### src/rtl/freq_table_scanner.sv
// Scans a symbol-count table, accumulating total and distinct-symbol counts while
// streaming (symbol, count) pairs downstream. Define FREQ_SCAN_SKIP_ZERO_EN to skip zero-count entries.
module freq_table_scanner #(
    parameter int TABLE_SIZE  = 256,
    parameter int COUNT_WIDTH = 8
) (
    input  logic                     clk_in,
    input  logic                     rst_in,
    input  logic                     start_in,
    output logic [7:0]               rd_addr_out,
    input  logic [COUNT_WIDTH-1:0]   rd_data_in,
    output logic [7:0]               sym_out,
    output logic [COUNT_WIDTH-1:0]   cnt_out,
    output logic                     valid_out,
    input  logic                     ready_in,
    output logic                     busy_out,
    output logic                     done_out,
    output logic [8:0]               distinct_out,
    output logic [COUNT_WIDTH+7:0]   total_out
);

    localparam logic [7:0] LAST_ADDR = 8'(TABLE_SIZE - 1);

    typedef enum logic [2:0] {
        IDLE  = 3'd0,
        FETCH = 3'd1,
        CHECK = 3'd2,
        EMIT  = 3'd3,
        DONE  = 3'd4
    } state_t;

    state_t     state, state_next;
    logic [7:0] addr;
    logic       last_entry;
    logic       select_entry;
    logic       addr_clear;
    logic       addr_incr;
    logic       emit_load;
    logic       emit_ack;
    logic       acc_en;

    assign last_entry  = (addr == LAST_ADDR);
    assign rd_addr_out = addr;
    assign busy_out    = (state == FETCH) || (state == CHECK) || (state == EMIT);
    assign done_out    = (state == DONE);

`ifdef FREQ_SCAN_SKIP_ZERO_EN
    assign select_entry = (rd_data_in != '0);
`else
    assign select_entry = 1'b1;
`endif

    always_ff @(posedge clk_in or negedge rst_in) begin
        if (!rst_in) begin
            state <= IDLE;
        end else begin
            state <= state_next;
        end
    end

    always_comb begin
        state_next = state;
        addr_clear = 1'b0;
        addr_incr  = 1'b0;
        emit_load  = 1'b0;
        emit_ack   = 1'b0;
        acc_en     = 1'b0;
        case (state)
            IDLE: begin
                if (start_in) begin
                    addr_clear = 1'b1;
                    state_next = FETCH;
                end
            end
            FETCH: begin
                state_next = CHECK;
            end
            CHECK: begin
                acc_en = 1'b1;
                if (select_entry) begin
                    emit_load  = 1'b1;
                    state_next = EMIT;
                end else if (last_entry) begin
                    state_next = DONE;
                end else begin
                    addr_incr  = 1'b1;
                    state_next = FETCH;
                end
            end
            EMIT: begin
                // Output registers stay frozen until the downstream handshake.
                if (valid_out && ready_in) begin
                    emit_ack = 1'b1;
                    if (last_entry) begin
                        state_next = DONE;
                    end else begin
                        addr_incr  = 1'b1;
                        state_next = FETCH;
                    end
                end
            end
            DONE: begin
                state_next = IDLE;
            end
            default: begin
                state_next = IDLE;
            end
        endcase
    end

    always_ff @(posedge clk_in or negedge rst_in) begin
        if (!rst_in) begin
            addr         <= '0;
            distinct_out <= '0;
            total_out    <= '0;
        end else begin
            if (addr_clear) begin
                addr         <= '0;
                distinct_out <= '0;
                total_out    <= '0;
            end else begin
                if (addr_incr) begin
                    addr <= addr + 8'd1;
                end
                // Totals are widened so a full table of maximum counts cannot wrap.
                if (acc_en) begin
                    total_out <= total_out + {8'd0, rd_data_in};
                    if (rd_data_in != '0) begin
                        distinct_out <= distinct_out + 9'd1;
                    end
                end
            end
        end
    end

    always_ff @(posedge clk_in or negedge rst_in) begin
        if (!rst_in) begin
            valid_out <= 1'b0;
            sym_out   <= '0;
            cnt_out   <= '0;
        end else begin
            if (emit_load) begin
                valid_out <= 1'b1;
                sym_out   <= addr;
                cnt_out   <= rd_data_in;
            end else if (emit_ack) begin
                valid_out <= 1'b0;
            end
        end
    end

endmodule

### config.mk
export PLATFORM = sky130hd
export DESIGN_NAME = freq_table_scanner
export DESIGN_NICKNAME = d
export VERILOG_FILES = /design/src/rtl/freq_table_scanner.sv
export SDC_FILE = /design/constraint.sdc
export NUM_CORES = 1
export LEC_CHECK = 0
export ABC_CLOCK_PERIOD_IN_PS = 2200
export BUFFER_PORTS_ARGS = -buffer_cell sky130_fd_sc_hd__buf_4
export CAP_MARGIN = 30
export CORE_ASPECT_RATIO = 1.4
export CORE_UTILIZATION = 35
export CTS_CLUSTER_SIZE = 40
export DETAILED_ROUTE_END_ITERATION = 10
export GPL_TIMING_DRIVEN = 1
export PLACE_DENSITY = 0.61
export RECOVER_POWER = 50
export SYNTH_ARGS = -nofsm -noshare
export SYNTH_HDL_FRONTEND = slang
export SYNTH_SLANG_ARGS = --single-unit
### constraint.sdc
create_clock -name clk_in -period 2.2 [get_ports clk_in]
set_input_delay 0.11 -clock clk_in [delete_from_list [all_inputs] [get_ports clk_in]]
set_output_delay 0.11 -clock clk_in [all_outputs]
set_load 0.1 [all_outputs]
==> flow_summary.json <==
{
  "fin_ws_ps": 150,
  "r2r-end": "total_out[13]",
  "initial_utilization_pct": 36.4,
  "critPathTopFamily": "compound AO/OA/AOI/OAI gates",
  "die_height_um": 106,
  "antenna_found_initial": 0,
  "layout.nets": 377,
  "dieArea_mm2": 0.00802,
  "die_w_um": 76.0,
  "muxShareOfSynthArea_pct": 0.373,
  "yosys_register_bits": 53,
  "finalMaxSlewViolations": 0,
  "setup_viol": 0,
  "ant_nets": 0,
  "drt-wirelength-per-cell_um": 14.2,
  "via_per_inst": 5.06,
  "crit_path_end_kind": "register",
  "critPathMaxStageDelay_ps": 480,
  "setup.worst_path.start": "total_out[2]",
  "dp_slack_ps": 109,
  "setup.worst_path.end": "total_out[13]",
  "drt-pass1-iter-count": 4,
  "dr_total_vias": 2286,
  "ff2ff_path_depth": 6,
  "r2r_start": "total_out[2]",
  "place.gp.congestion": 0.784,
  "grt_pass1_vias": 2235,
  "synthSimpleGateAreaFrac_pct": 24.3,
  "drtIter0Drc": 60,
  "crit_path_top_delay_cell": "or4_1",
  "route.detailed.drc": 0,
  "clock_path_buffers": 2,
  "synth_compound_area_share_pct": 11.9,
  "grt_max_degree": 54,
  "syn_avg_cell_area_um2": 9.31,
  "yosys_warnings": 0,
  "ios": 64,
  "cts_tree": "yes",
  "cts_root_buf": "clkbuf_8",
  "synthXorXnorAreaFrac_pct": 6.21,
  "most-common-layout-cells": "74 x nand2_1, 43 x dfrtp_1, 42 x buf_4",
  "worst_slew_pin_slew_ps": 1330,
  "syn-num-nets": 311,
  "worstHoldPathCells": 3,
  "finalCriticalPeriod_ps": 2050,
  "fin_tns_setup_ps": 0,
  "drv_cap": 0,
  "post-route-period-util_pct": 93.2,
  "critPathKind": "register to register",
  "hp-class": "input pin to register",
  "io_buffers": 63,
  "arrival_ps": 2280,
  "row_count": 37,
  "dp_hpwl_mm": 4.60,
  "synthesis.area_mm2": 0.00268,
  "status": "completed",
  "ys_types": 40,
  "r2r_slack_ps": 150,
  "yosysSeqAreaShare_pct": 49.5,
  "hold_viol_final": 0,
  "clkTransAtPathRegs_ps": 100,
  "numCtsBuffers": 5,
  "crit_chain": "ha_1, o211ai_1, o21ai_2, a2bb2oi_1, or4_1, a21oi_1",
  "synth_top_family_by_area": "simple AND/OR/NAND/NOR gates",
  "htree_num_levels": 2,
  "drive_gt1_share_pct": 19.4,
  "grt_first_pass_wirelength_mm": 10.8,
  "finalWirelength_mm": 6.43,
  "grt.total_usage_pct": 16.7,
  "critical_path_depth": 6,
  "post_synth_fa_ha_maj_area_fraction_pct": 5.41,
  "rsz0062_at_grt": "no",
  "crit_buf_inv": 0,
  "final_common_cell": "nand2_1",
  "coreArea_mm2": 0.00736,
  "overflow": 0,
  "area_growth_pct": 22.6,
  "diodes": 0,
  "crit_fanout": 5,
  "syn_inst": 288,
  "relSlewSlack_pct": 11.1,
  "critPathRequiredTime_ps": 2430,
  "cts.sink_count": 53,
  "fin_skew_ps": 8.53,
  "clkLatencyLatePin_ps": 300,
  "max_freq_mhz": 488,
  "cp-start-kind": "register"
}
repair_timing:
action	4_1_cts	5_1_grt
setup buffers	0	0
gates resized for setup	0	1
setup endpoints to repair	0	3
hold buffers	1	0
endpoints found under the hold margin	53	0
worst min-delay path, cell delays in order:
cell	delay, ps
buf_4	90
nand2_1	40
nand2_1	40
registers in the layout, summed over array words and instances, names as in the netlist:
name          flops
rd_addr_out       8
total_out        16
cnt_out           8
distinct_out      9
valid_out         1
sym_out           8
state             3
area by class of cell:
cell class / instances / area (um^2)
clock buffer: 7 / 76.3
clock inverter: 1 / 7.51
fill: 738 / 4070
inverter: 5 / 18.8
multi-input combinational: 220 / 1300
sequential: 53 / 1340
tap: 97 / 121
timing repair buffer: 69 / 424
cell families (layout without fill, tap and decap cells):
| logic type | count (synthesis) | in the layout |
|---|---|---|
| AOI/OAI and AO/OA | 50 | 50 |
| adders and majority gates | 11 | 11 |
| and+or+nand+nor | 139 | 139 |
| xor gates and xnor gates | 19 | 19 |
| DFF | 53 | 53 |
| buffers and inverters | 15 | 82 |
| muxes | 1 | 1 |
cell usage after synthesis:
| cell type | number | share of area (%) |
|---|---|---|
| nor2_1 | 22 | 3.1 |
| o21ai_1 | 1 | 0.19 |
| nand2b_1 | 1 | 0.23 |
| fa_1 | 1 | 0.75 |
| o21a_1 | 1 | 0.28 |
| nand3_2 | 1 | 0.37 |
| nand2_1 | 74 | 10 |
| a31oi_1 | 1 | 0.23 |
| o311a_1 | 1 | 0.37 |
| nand3_1 | 10 | 1.9 |
| clkbuf_1 | 7 | 0.98 |
| nor3b_4 | 1 | 0.70 |
| a21oi_1 | 12 | 2.2 |
| nor2b_1 | 1 | 0.23 |
| a311oi_1 | 1 | 0.33 |
| or3b_4 | 1 | 0.42 |
| and3_1 | 2 | 0.47 |
| buf_2 | 1 | 0.19 |
| nor4_1 | 3 | 0.70 |
| and2_1 | 1 | 0.23 |
| or4_1 | 5 | 1.4 |
| o21ai_2 | 1 | 0.33 |
| o21ai_0 | 12 | 2.2 |
| inv_1 | 5 | 0.70 |
| mux2i_1 | 1 | 0.37 |
| nor3_2 | 3 | 1.1 |
| buf_4 | 2 | 0.56 |
| xor2_1 | 4 | 1.3 |
| a21o_1 | 3 | 0.84 |
| ha_1 | 10 | 4.7 |
| nand4_1 | 6 | 1.4 |
| nor3_1 | 4 | 0.75 |
| xnor2_1 | 15 | 4.9 |
| o211ai_1 | 8 | 2.2 |
| a211oi_1 | 4 | 1.1 |
| dfrtp_1 | 53 | 49 |
| a2bb2oi_1 | 1 | 0.33 |
| o31ai_1 | 4 | 1.1 |
| nor2_2 | 1 | 0.23 |
| or3_1 | 3 | 0.70 |
how the worst min path moves through the flow:
stage | from | end | slack [ps]
after CTS | rd_data_in[0] | cnt_out[0] | 10
after detailed placement | rst_in | sym_out[4] | 200
after global placement | rst_in | sym_out[5] | 210
after floorplan | rst_in | cnt_out[0] | -190
after global routing | rd_data_in[0] | cnt_out[0] | 20
final | rd_data_in[0] | cnt_out[0] | 20
routing by layer:
layer | share of wire, % | wire (um) | vias to the layer above | track usage (%)
met5 | 0 | 0 | - | 0
met4 | 1.3 | 81 | 0 | 4.53
met3 | 4.0 | 258 | 8 | 3.03
met2 | 52 | 3310 | 52 | 30.5
met1 | 43 | 2780 | 1100 | 20.0
li1 | - | - | 1126 | -
through the flow:
stage	instance area [um^2]	hold slack (ps)	utilization [%]	std cells
2_1_floorplan	2690	-186	-	288
3_3_place_gp	3280	208	44.6	443
3_5_place_dp	3280	201	44.6	443
4_1_cts	3380	12.3	45.9	452
5_1_grt	3290	24.0	44.7	452
6_report	3290	22.5	44.7	452
Power is not shown: default switching activity piles up to over one toggle a cycle in this logic, so the estimate is an artifact.
